File: src/rtl/seq_pattern_gen_pkg.sv
// rtl/seq_pattern_gen_pkg.sv - shared state encodings and width helpers for the serial pattern family
package seq_pkg;

  localparam int PAT_W_DEF = 8;

  typedef enum logic [1:0] {
    ST_IDLE  = 2'd0,
    ST_SHIFT = 2'd1,
    ST_GAP   = 2'd2
  } seq_state_t;

  // Length field must be able to hold PAT_W itself, hence the extra bit.
  function automatic int len_w(input int pat_w);
    return $clog2(pat_w) + 1;
  endfunction

endpackage

File: src/rtl/seq_pattern_gen_if.sv
// rtl/seq_pattern_gen_if.sv - load handshake and serial output bundle of the pattern generator
interface seq_pattern_gen_if
  import seq_pkg::*;
#(
  parameter int PAT_W = PAT_W_DEF,
  parameter int CNT_W = 4
);
  localparam int LEN_W = len_w(PAT_W);

  logic             load_valid;
  logic             load_ready;
  logic [PAT_W-1:0] load_pattern;
  logic [LEN_W-1:0] load_len;
  logic [CNT_W-1:0] repeat_n;
  logic             abort;
  logic             ser_out;
  logic             ser_valid;
  logic             busy;
  logic             done;

  modport master (
    output load_valid, load_pattern, load_len, repeat_n, abort,
    input  load_ready, ser_out, ser_valid, busy, done
  );

  modport slave (
    input  load_valid, load_pattern, load_len, repeat_n, abort,
    output load_ready, ser_out, ser_valid, busy, done
  );

endinterface

File: src/rtl/seq_pattern_gen_shreg.sv
// rtl/seq_pattern_gen_shreg.sv - parallel-load, MSB-first shift register
module seq_piso_shreg #(
  parameter int PAT_W = 8
) (
  input  logic             clk,
  input  logic             rst,
  input  logic             load,
  input  logic             shift,
  input  logic [PAT_W-1:0] data,
  output logic [PAT_W-1:0] q
);

  always_ff @(posedge clk or posedge rst) begin
    if (rst) begin
      q <= '0;
    end else if (load) begin
      q <= data;
    end else if (shift) begin
      q <= q << 1;
    end
  end

endmodule

File: src/rtl/seq_pattern_gen.sv
// rtl/seq_pattern_gen.sv - loads a pattern, sends bits [len-1:0] MSB-first, repeats with idle gaps
module seq_pattern_gen
  import seq_pkg::*;
#(
  parameter int PAT_W = PAT_W_DEF,
  parameter int CNT_W = 4,
  parameter int GAP   = 1
) (
  input logic              clk,
  input logic              rst,
  seq_pattern_gen_if.slave bus
);

  localparam int LEN_W  = len_w(PAT_W);
  localparam int GAP_CW = (GAP < 2) ? 1 : $clog2(GAP + 1);

  seq_state_t       state, state_nxt;
  logic [LEN_W-1:0] bit_cnt, bit_nxt, len_q, len_nxt, len_c;
  logic [CNT_W:0]   pass_cnt, pass_nxt;
  logic [GAP_CW-1:0] gap_cnt, gap_nxt;
  logic [PAT_W-1:0] pat_al, pat_nxt, al_in, sh_q, sh_data;
  logic             sh_load, sh_shift;
  logic             so_q, so_nxt, sv_q, sv_nxt, done_q, done_nxt;
  logic             busy_q, busy_nxt, rdy_q, rdy_nxt;

  seq_piso_shreg #(.PAT_W(PAT_W)) u_shreg (
    .clk   (clk),
    .rst   (rst),
    .load  (sh_load),
    .shift (sh_shift),
    .data  (sh_data),
    .q     (sh_q)
  );

  // Left-align so pattern[len-1] lands on the shift register MSB.
  assign len_c = (bus.load_len > LEN_W'(PAT_W)) ? LEN_W'(PAT_W) : bus.load_len;
  assign al_in = bus.load_pattern << (LEN_W'(PAT_W) - len_c);

  always_ff @(posedge clk or posedge rst) begin
    if (rst) begin
      state    <= ST_IDLE;
      bit_cnt  <= '0;
      len_q    <= '0;
      pass_cnt <= '0;
      gap_cnt  <= '0;
      pat_al   <= '0;
      so_q     <= 1'b0;
      sv_q     <= 1'b0;
      done_q   <= 1'b0;
      busy_q   <= 1'b0;
      rdy_q    <= 1'b1;
    end else begin
      state    <= state_nxt;
      bit_cnt  <= bit_nxt;
      len_q    <= len_nxt;
      pass_cnt <= pass_nxt;
      gap_cnt  <= gap_nxt;
      pat_al   <= pat_nxt;
      so_q     <= so_nxt;
      sv_q     <= sv_nxt;
      done_q   <= done_nxt;
      busy_q   <= busy_nxt;
      rdy_q    <= rdy_nxt;
    end
  end

  always_comb begin
    state_nxt = state;
    bit_nxt   = bit_cnt;
    len_nxt   = len_q;
    pass_nxt  = pass_cnt;
    gap_nxt   = gap_cnt;
    pat_nxt   = pat_al;
    so_nxt    = 1'b0;
    sv_nxt    = 1'b0;
    done_nxt  = 1'b0;
    sh_load   = 1'b0;
    sh_shift  = 1'b0;
    sh_data   = pat_al;

    case (state)
      ST_IDLE: begin
        if (bus.load_valid) begin
          if (len_c == '0) begin
            done_nxt = 1'b1;
          end else begin
            pat_nxt   = al_in;
            len_nxt   = len_c;
            sh_load   = 1'b1;
            sh_data   = al_in;
            so_nxt    = al_in[PAT_W-1];
            sv_nxt    = 1'b1;
            bit_nxt   = len_c - LEN_W'(1);
            pass_nxt  = (CNT_W+1)'(bus.repeat_n) + (CNT_W+1)'(1);
            state_nxt = ST_SHIFT;
          end
        end
      end

      ST_SHIFT: begin
        if (bus.abort) begin
          state_nxt = ST_IDLE;
        end else if (bit_cnt != '0) begin
          sh_shift = 1'b1;
          so_nxt   = sh_q[PAT_W-2];
          sv_nxt   = 1'b1;
          bit_nxt  = bit_cnt - LEN_W'(1);
        end else if (pass_cnt > (CNT_W+1)'(1)) begin
          pass_nxt = pass_cnt - (CNT_W+1)'(1);
          if (GAP > 0) begin
            state_nxt = ST_GAP;
            gap_nxt   = GAP_CW'(GAP - 1);
          end else begin
            sh_load = 1'b1;
            so_nxt  = pat_al[PAT_W-1];
            sv_nxt  = 1'b1;
            bit_nxt = len_q - LEN_W'(1);
          end
        end else begin
          pass_nxt  = '0;
          done_nxt  = 1'b1;
          state_nxt = ST_IDLE;
        end
      end

      ST_GAP: begin
        if (bus.abort) begin
          state_nxt = ST_IDLE;
        end else if (gap_cnt != '0) begin
          gap_nxt = gap_cnt - GAP_CW'(1);
        end else begin
          sh_load   = 1'b1;
          so_nxt    = pat_al[PAT_W-1];
          sv_nxt    = 1'b1;
          bit_nxt   = len_q - LEN_W'(1);
          state_nxt = ST_SHIFT;
        end
      end

      default: state_nxt = ST_IDLE;
    endcase

    busy_nxt = (state_nxt != ST_IDLE);
    rdy_nxt  = (state_nxt == ST_IDLE);
  end

  assign bus.ser_out    = so_q;
  assign bus.ser_valid  = sv_q;
  assign bus.done       = done_q;
  assign bus.busy       = busy_q;
  assign bus.load_ready = rdy_q;

endmodule

File: src/flat_wrapper.sv
// flat-port wrapper written by rule: the top's interface ports become plain ports
module seq_pattern_gen_flat import seq_pkg::*;
#(
  parameter int PAT_W = PAT_W_DEF,
  parameter int CNT_W = 4,
  parameter int GAP   = 1
)
  (clk, rst, bus_load_valid, bus_load_pattern, bus_load_len, bus_repeat_n, bus_abort, bus_load_ready, bus_ser_out, bus_ser_valid, bus_busy, bus_done);
  seq_pattern_gen_if #(.PAT_W(PAT_W), .CNT_W(CNT_W)) bus_i ();
  input logic clk;
  input logic rst;
  input wire logic [$bits(bus_i.load_valid)-1:0] bus_load_valid;
  input wire logic [$bits(bus_i.load_pattern)-1:0] bus_load_pattern;
  input wire logic [$bits(bus_i.load_len)-1:0] bus_load_len;
  input wire logic [$bits(bus_i.repeat_n)-1:0] bus_repeat_n;
  input wire logic [$bits(bus_i.abort)-1:0] bus_abort;
  output wire logic [$bits(bus_i.load_ready)-1:0] bus_load_ready;
  output wire logic [$bits(bus_i.ser_out)-1:0] bus_ser_out;
  output wire logic [$bits(bus_i.ser_valid)-1:0] bus_ser_valid;
  output wire logic [$bits(bus_i.busy)-1:0] bus_busy;
  output wire logic [$bits(bus_i.done)-1:0] bus_done;
  assign bus_i.load_valid = bus_load_valid;
  assign bus_i.load_pattern = bus_load_pattern;
  assign bus_i.load_len = bus_load_len;
  assign bus_i.repeat_n = bus_repeat_n;
  assign bus_i.abort = bus_abort;
  assign bus_load_ready = bus_i.load_ready;
  assign bus_ser_out = bus_i.ser_out;
  assign bus_ser_valid = bus_i.ser_valid;
  assign bus_busy = bus_i.busy;
  assign bus_done = bus_i.done;
  seq_pattern_gen #(.PAT_W(PAT_W), .CNT_W(CNT_W), .GAP(GAP)) u_core (.clk(clk), .rst(rst), .bus(bus_i));
endmodule
File: config.mk
export PLATFORM = sky130hd
export DESIGN_NAME = seq_pattern_gen_flat
export DESIGN_NICKNAME = d
export VERILOG_FILES = /design/src/rtl/seq_pattern_gen_pkg.sv /design/src/rtl/seq_pattern_gen_if.sv /design/src/rtl/seq_pattern_gen_shreg.sv /design/src/rtl/seq_pattern_gen.sv /design/src/flat_wrapper.sv
export SDC_FILE = /design/constraint.sdc
export NUM_CORES = 1
export LEC_CHECK = 0
export ABC_AREA = 0
export BUFFER_PORTS_ARGS = -buffer_cell sky130_fd_sc_hd__buf_2
export CORE_MARGIN = 5
export CORE_UTILIZATION = 35
export CTS_CLUSTER_SIZE = 28
export DETAILED_ROUTE_END_ITERATION = 16
export GPL_TIMING_DRIVEN = 0
export SLEW_MARGIN = 20
export SYNTH_ARGS = -nofsm -noshare
export SYNTH_HDL_FRONTEND = slang
export SYNTH_SLANG_ARGS = --single-unit
File: constraint.sdc
create_clock -name clk -period 3.4 [get_ports clk]
set_input_delay 0.68 -clock clk [delete_from_list [all_inputs] [get_ports clk]]
set_output_delay 0.68 -clock clk [all_outputs]
set_load 0.03 [all_outputs]
==> flow_summary.html <==
<table>
<tr><th>Metric</th><th>Value</th></tr>
<tr><th colspan="2">STA</th></tr>
<tr><td>Post-Route Skew</td><td>0.00196 ns</td></tr>
<tr><td>Worst Max-Slew Pin Slew</td><td>0.730 ns</td></tr>
<tr><td>Relative max-transition margin</td><td>0.512</td></tr>
<tr><td>Fin crit share</td><td>0.881</td></tr>
<tr><td>RSZ-0062 raised after global routing</td><td>no</td></tr>
<tr><td>Setup violators final</td><td>0</td></tr>
<tr><td>Fin. max-slew vios</td><td>0</td></tr>
<tr><td>Maximum achievable frequency</td><td>around 330 MHz</td></tr>
<tr><td>Sum of negative setup slack</td><td>0 ns</td></tr>
<tr><td>Number of hold violations in the final report</td><td>0</td></tr>
<tr><td>Minimum period implied by the final worst setup slack</td><td>roughly 3.0 ns</td></tr>
<tr><td>Smallest hold slack</td><td>0.485 ns</td></tr>
<tr><th colspan="2">Final layout</th></tr>
<tr><td>Final net count</td><td>~280</td></tr>
<tr><td>Number of antenna repair diodes</td><td>0</td></tr>
<tr><td>Relative area change from synthesis to final layout</td><td>14.4%</td></tr>
<tr><td>Final-layout fill cell count</td><td>630</td></tr>
<tr><td>Proportion of layout cells with a drive suffix above 1</td><td>0.203</td></tr>
<tr><td>Number of non-filler instances in the completed layout</td><td>321</td></tr>
<tr><th colspan="2">Clock network</th></tr>
<tr><td>CTS hold repair buffers</td><td>0</td></tr>
<tr><td>Post-CTS setup repair buffer count</td><td>0</td></tr>
<tr><td>Root cell of the clock tree</td><td>sky130_fd_sc_hd__clkbuf_8</td></tr>
<tr><td>Maximum buffer depth of the clock tree</td><td>2</td></tr>
<tr><td>Number of clock sinks</td><td>35</td></tr>
<tr><td>CTS HTree Levels</td><td>2</td></tr>
<tr><td>Worst-path clk slew</td><td>0.07 ns</td></tr>
<tr><td>Count of instances resized after the clock tree is built</td><td>0</td></tr>
<tr><td>Clock buffer count from CTS</td><td>5</td></tr>
<tr><td>Worst-skew pair later-pin latency</td><td>0.28 ns</td></tr>
<tr><td>CTS tree</td><td>yes</td></tr>
<tr><th colspan="2">Global route</th></tr>
<tr><td>Via count of the first global-routing pass</td><td>1601</td></tr>
<tr><td>Number of antenna violations at the first check in global routing</td><td>0</td></tr>
<tr><td>First-pass GRT wire length</td><td>7.71 mm</td></tr>
<tr><td>Leftover overflow at the end of global routing</td><td>0</td></tr>
<tr><td>Global-route usage over all layers</td><td>0.126</td></tr>
<tr><td>Maximum number of pins on one net before global-route repair</td><td>36</td></tr>
<tr><th colspan="2">Synthesis</th></tr>
<tr><td>Fraction of the yosys area taken by sequential cells</td><td>0.409</td></tr>
<tr><td>Per-instance average area after synthesis</td><td>9.99 sq um</td></tr>
<tr><td>Post-synthesis register bit count</td><td>35</td></tr>
<tr><td>Predominant post-synthesis flop cell</td><td>sky130_fd_sc_hd__dfrtp_1</td></tr>
<tr><td>Number of enable flip-flop cells after synthesis</td><td>0</td></tr>
<tr><td>Share of synthesized flip-flops with an asynchronous set or reset</td><td>1.00</td></tr>
<tr><td>Cell area after synthesis</td><td>roughly 2100 sq um</td></tr>
<tr><td>Number of instances in the synthesized netlist</td><td>215</td></tr>
<tr><td>Net Count, Synth</td><td>about 250</td></tr>
<tr><td>Syn. warnings</td><td>0</td></tr>
<tr><td>Count of different cell masters after synthesis</td><td>49</td></tr>
<tr><th colspan="2">Min path</th></tr>
<tr><td>Number of cells on the worst hold path</td><td>2</td></tr>
<tr><td>Kind of path behind the tightest hold check</td><td>reg2reg</td></tr>
<tr><th colspan="2">Power and ir drop</th></tr>
<tr><td>IR drop worst, VDD</td><td>0.271 mV</td></tr>
<tr><td>Power per cell area</td><td>approximately 780 nW/um^2</td></tr>
<tr><td>Leakage power</td><td>about 1.1 nW</td></tr>
<tr><th colspan="2">Floorplanning</th></tr>
<tr><td>Total die area</td><td>7800 sq um</td></tr>
<tr><td>Height of the chip</td><td>88.3 um</td></tr>
<tr><td>Count of standard-cell rows</td><td>28</td></tr>
<tr><td>Core box area</td><td>about 6000 sq um</td></tr>
<tr><td>Chip Width</td><td>88.3 um</td></tr>
<tr><td>Starting utilization of the core area</td><td>0.361</td></tr>
<tr><td>I/O pin count</td><td>25</td></tr>
<tr><th colspan="2">Setup path</th></tr>
<tr><td>Kind of capture point of the worst setup path</td><td>register</td></tr>
<tr><td>Critical Path Source Type</td><td>primary input</td></tr>
<tr><td>FF-to-FF path depth</td><td>6</td></tr>
<tr><td>Crit-path max FO</td><td>10</td></tr>
<tr><td>Arrival time worst endpoint</td><td>roughly 3.1 ns</td></tr>
<tr><td>Required time of the critical path</td><td>between 3 and 4 ns</td></tr>
<tr><td>Critical setup path kind</td><td>in2reg</td></tr>
<tr><th colspan="2">Place</th></tr>
<tr><td>RePlAce Congestion</td><td>about 0.83</td></tr>
<tr><td>DP Cell Count</td><td>313</td></tr>
<tr><td>Count of input and output buffers</td><td>23</td></tr>
<tr><td>Placed wire-length estimate</td><td>between 3 and 4 mm</td></tr>
<tr><th colspan="2">Detailed routing</th></tr>
<tr><td>Final wirelength</td><td>roughly 4.4 mm</td></tr>
<tr><td>Detailed Routing Iterations Pass 1</td><td>4</td></tr>
<tr><td>Number of design-rule violations left by the first detailed-router iteration</td><td>81</td></tr>
<tr><td>DRC violation count after routing</td><td>0</td></tr>
<tr><td>Per-cell via count in the routed design</td><td>5.18</td></tr>
<tr><td>Via Count</td><td>1662</td></tr>
<tr><td>WL/cell</td><td>13.8 um</td></tr>
<tr><td>Routed Antenna Nets</td><td>0</td></tr>
<tr><th colspan="2">Job</th></tr>
<tr><td>Max Cap Viol</td><td>0</td></tr>
<tr><th colspan="2">Status</th></tr>
<tr><td>Run status</td><td>complete, no violations</td></tr>
</table>
[worst max-delay path, cell delays in order]
cell                       delay, ns
sky130_fd_sc_hd__buf_2          0.11
sky130_fd_sc_hd__clkbuf_1       0.31
sky130_fd_sc_hd__nand2b_1       0.22
sky130_fd_sc_hd__ha_1           0.31
sky130_fd_sc_hd__or3b_1         0.45
sky130_fd_sc_hd__nand3_1        0.32
sky130_fd_sc_hd__buf_2          0.31
sky130_fd_sc_hd__mux2i_1        0.28
sky130_fd_sc_hd__o22ai_1        0.12
[report_power, final]
part | internal (W) | leakage [nW] | switching, W
Sequential | 0.000603 | 0.433 | 0.000112
Clock | 0.000185 | 0.0515 | 0.000145
Combinational | 0.000400 | 0.642 | 0.000470
[placed cells by master, fill, tap and decap left out, types with 2 or more instances in the layout]
master,n
sky130_fd_sc_hd__a21o_1,2
sky130_fd_sc_hd__a21oi_1,6
sky130_fd_sc_hd__a221o_1,2
sky130_fd_sc_hd__a22o_1,9
sky130_fd_sc_hd__a22oi_1,5
sky130_fd_sc_hd__a31oi_1,3
sky130_fd_sc_hd__and2_1,2
sky130_fd_sc_hd__buf_2,25
sky130_fd_sc_hd__clkbuf_1,5
sky130_fd_sc_hd__clkbuf_8,7
sky130_fd_sc_hd__dfrtp_1,34
sky130_fd_sc_hd__ha_1,10
sky130_fd_sc_hd__inv_1,11
sky130_fd_sc_hd__mux2_2,6
sky130_fd_sc_hd__mux2i_1,15
sky130_fd_sc_hd__mux4_2,3
sky130_fd_sc_hd__nand2_1,17
sky130_fd_sc_hd__nand2b_1,4
sky130_fd_sc_hd__nand3_1,4
sky130_fd_sc_hd__nor2_1,15
sky130_fd_sc_hd__nor2b_1,2
sky130_fd_sc_hd__nor3_1,4
sky130_fd_sc_hd__nor3b_1,2
sky130_fd_sc_hd__nor4_1,2
sky130_fd_sc_hd__o21a_1,5
sky130_fd_sc_hd__o21ai_0,16
sky130_fd_sc_hd__o22ai_1,3
sky130_fd_sc_hd__xnor2_1,4
[per-stage QoR]
step / power (W) / cell area, sq um / util / setup slack, ns
3_3_place_gp: 0.00157 / 2360 / 0.396 / 0.177
6_report: 0.00192 / 2460 / 0.412 / 0.404
2_1_floorplan: 0.00140 / 2150 / - / 0.740
3_5_place_dp: 0.00160 / 2360 / 0.396 / 0.129
4_1_cts: 0.00194 / 2460 / 0.412 / 0.437
5_1_grt: 0.00209 / 2460 / 0.412 / 0.204
[cell usage after synthesis, types with 2 or more instances]
master / count / area, sq um
sky130_fd_sc_hd__a21o_1: 2 / 15.0
sky130_fd_sc_hd__nor2_1: 15 / 56.3
sky130_fd_sc_hd__nor4_1: 2 / 12.5
sky130_fd_sc_hd__mux2_2: 6 / 67.6
sky130_fd_sc_hd__nor3b_1: 2 / 15.0
sky130_fd_sc_hd__buf_2: 2 / 10.0
sky130_fd_sc_hd__o21ai_0: 16 / 80.1
sky130_fd_sc_hd__inv_1: 12 / 45.0
sky130_fd_sc_hd__a31oi_1: 3 / 18.8
sky130_fd_sc_hd__nand2b_1: 4 / 25.0
sky130_fd_sc_hd__clkbuf_1: 4 / 15.0
sky130_fd_sc_hd__mux2i_1: 15 / 150
sky130_fd_sc_hd__a22oi_1: 5 / 37.5
sky130_fd_sc_hd__nand3_1: 4 / 20.0
sky130_fd_sc_hd__nor2b_1: 2 / 12.5
sky130_fd_sc_hd__xnor2_1: 4 / 35.0
sky130_fd_sc_hd__nor3_1: 4 / 20.0
sky130_fd_sc_hd__a221o_1: 2 / 20.0
sky130_fd_sc_hd__a21oi_1: 6 / 30.0
sky130_fd_sc_hd__o22ai_1: 3 / 18.8
sky130_fd_sc_hd__ha_1: 10 / 125
sky130_fd_sc_hd__a22o_1: 9 / 78.8
sky130_fd_sc_hd__nand2_1: 17 / 63.8
sky130_fd_sc_hd__mux4_2: 3 / 67.6
sky130_fd_sc_hd__and2_1: 2 / 12.5
sky130_fd_sc_hd__dfrtp_1: 34 / 851
sky130_fd_sc_hd__o21a_1: 5 / 37.5
[path summary, 6_finish.rpt]
kind / startpoint / end / slack [ns]
worst min-delay path: u_core.len_q[0] / u_core.len_q[0] / 0.49
max in group asynchronous: rst / u_core.pass_cnt[0] / 2.42
min in group asynchronous: rst / u_core.bus.ser_valid / 0.52
worst min register to register: u_core.len_q[0] / u_core.len_q[0] / 0.49
worst max register to register: u_core.bit_cnt[3] / u_core.bus.busy / 1.30
worst max-delay path: bus_load_len[3] / u_core.u_shreg.q[4] / 0.40
[logic make-up after synthesis]
family,after synthesis,share of synthesized area
xor gates and xnor gates,5,0.0204
and+or+nand+nor,61,0.142
adders and majority gates,10,0.0583
muxes,25,0.145
AOI/OAI and AO/OA,59,0.188
buffers and inverters,20,0.0390
DFF,35,0.409
[metal layers]
layer	routed length, um	vias to the layer above	track usage
met5	0	-	0
met4	60	0	0.0371
met3	233	5	0.0279
met2	1890	44	0.182
met1	2250	770	0.188
li1	-	843	-
[registers in the layout, indices dropped and copies added (netlist names)]
name                   flops
u_core.bit_cnt             4
u_core.bus.busy            1
u_core.bus.done            1
u_core.bus.load_ready      1
u_core.bus.ser_out         1
u_core.bus.ser_valid       1
u_core.len_q               4
u_core.pass_cnt            5
u_core.pat_al              8
u_core.state               2
u_core.u_shreg.q           7
[area by class of cell]
| class | count | area (sq um) | share of cell area |
|---|---|---|---|
| multi-input cells | 160 | 1190 | 0.483 |
| flip-flops and latches | 35 | 877 | 0.357 |
| repair buffers | 23 | 115 | 0.0469 |
| clock buffers | 8 | 100 | 0.0408 |
| well taps | 75 | 93.8 | 0.0382 |
| inverters | 13 | 51.3 | 0.0209 |
| plain buffers | 7 | 32.5 | 0.0132 |
No activity file was read; power rests on OpenSTA's default activity.
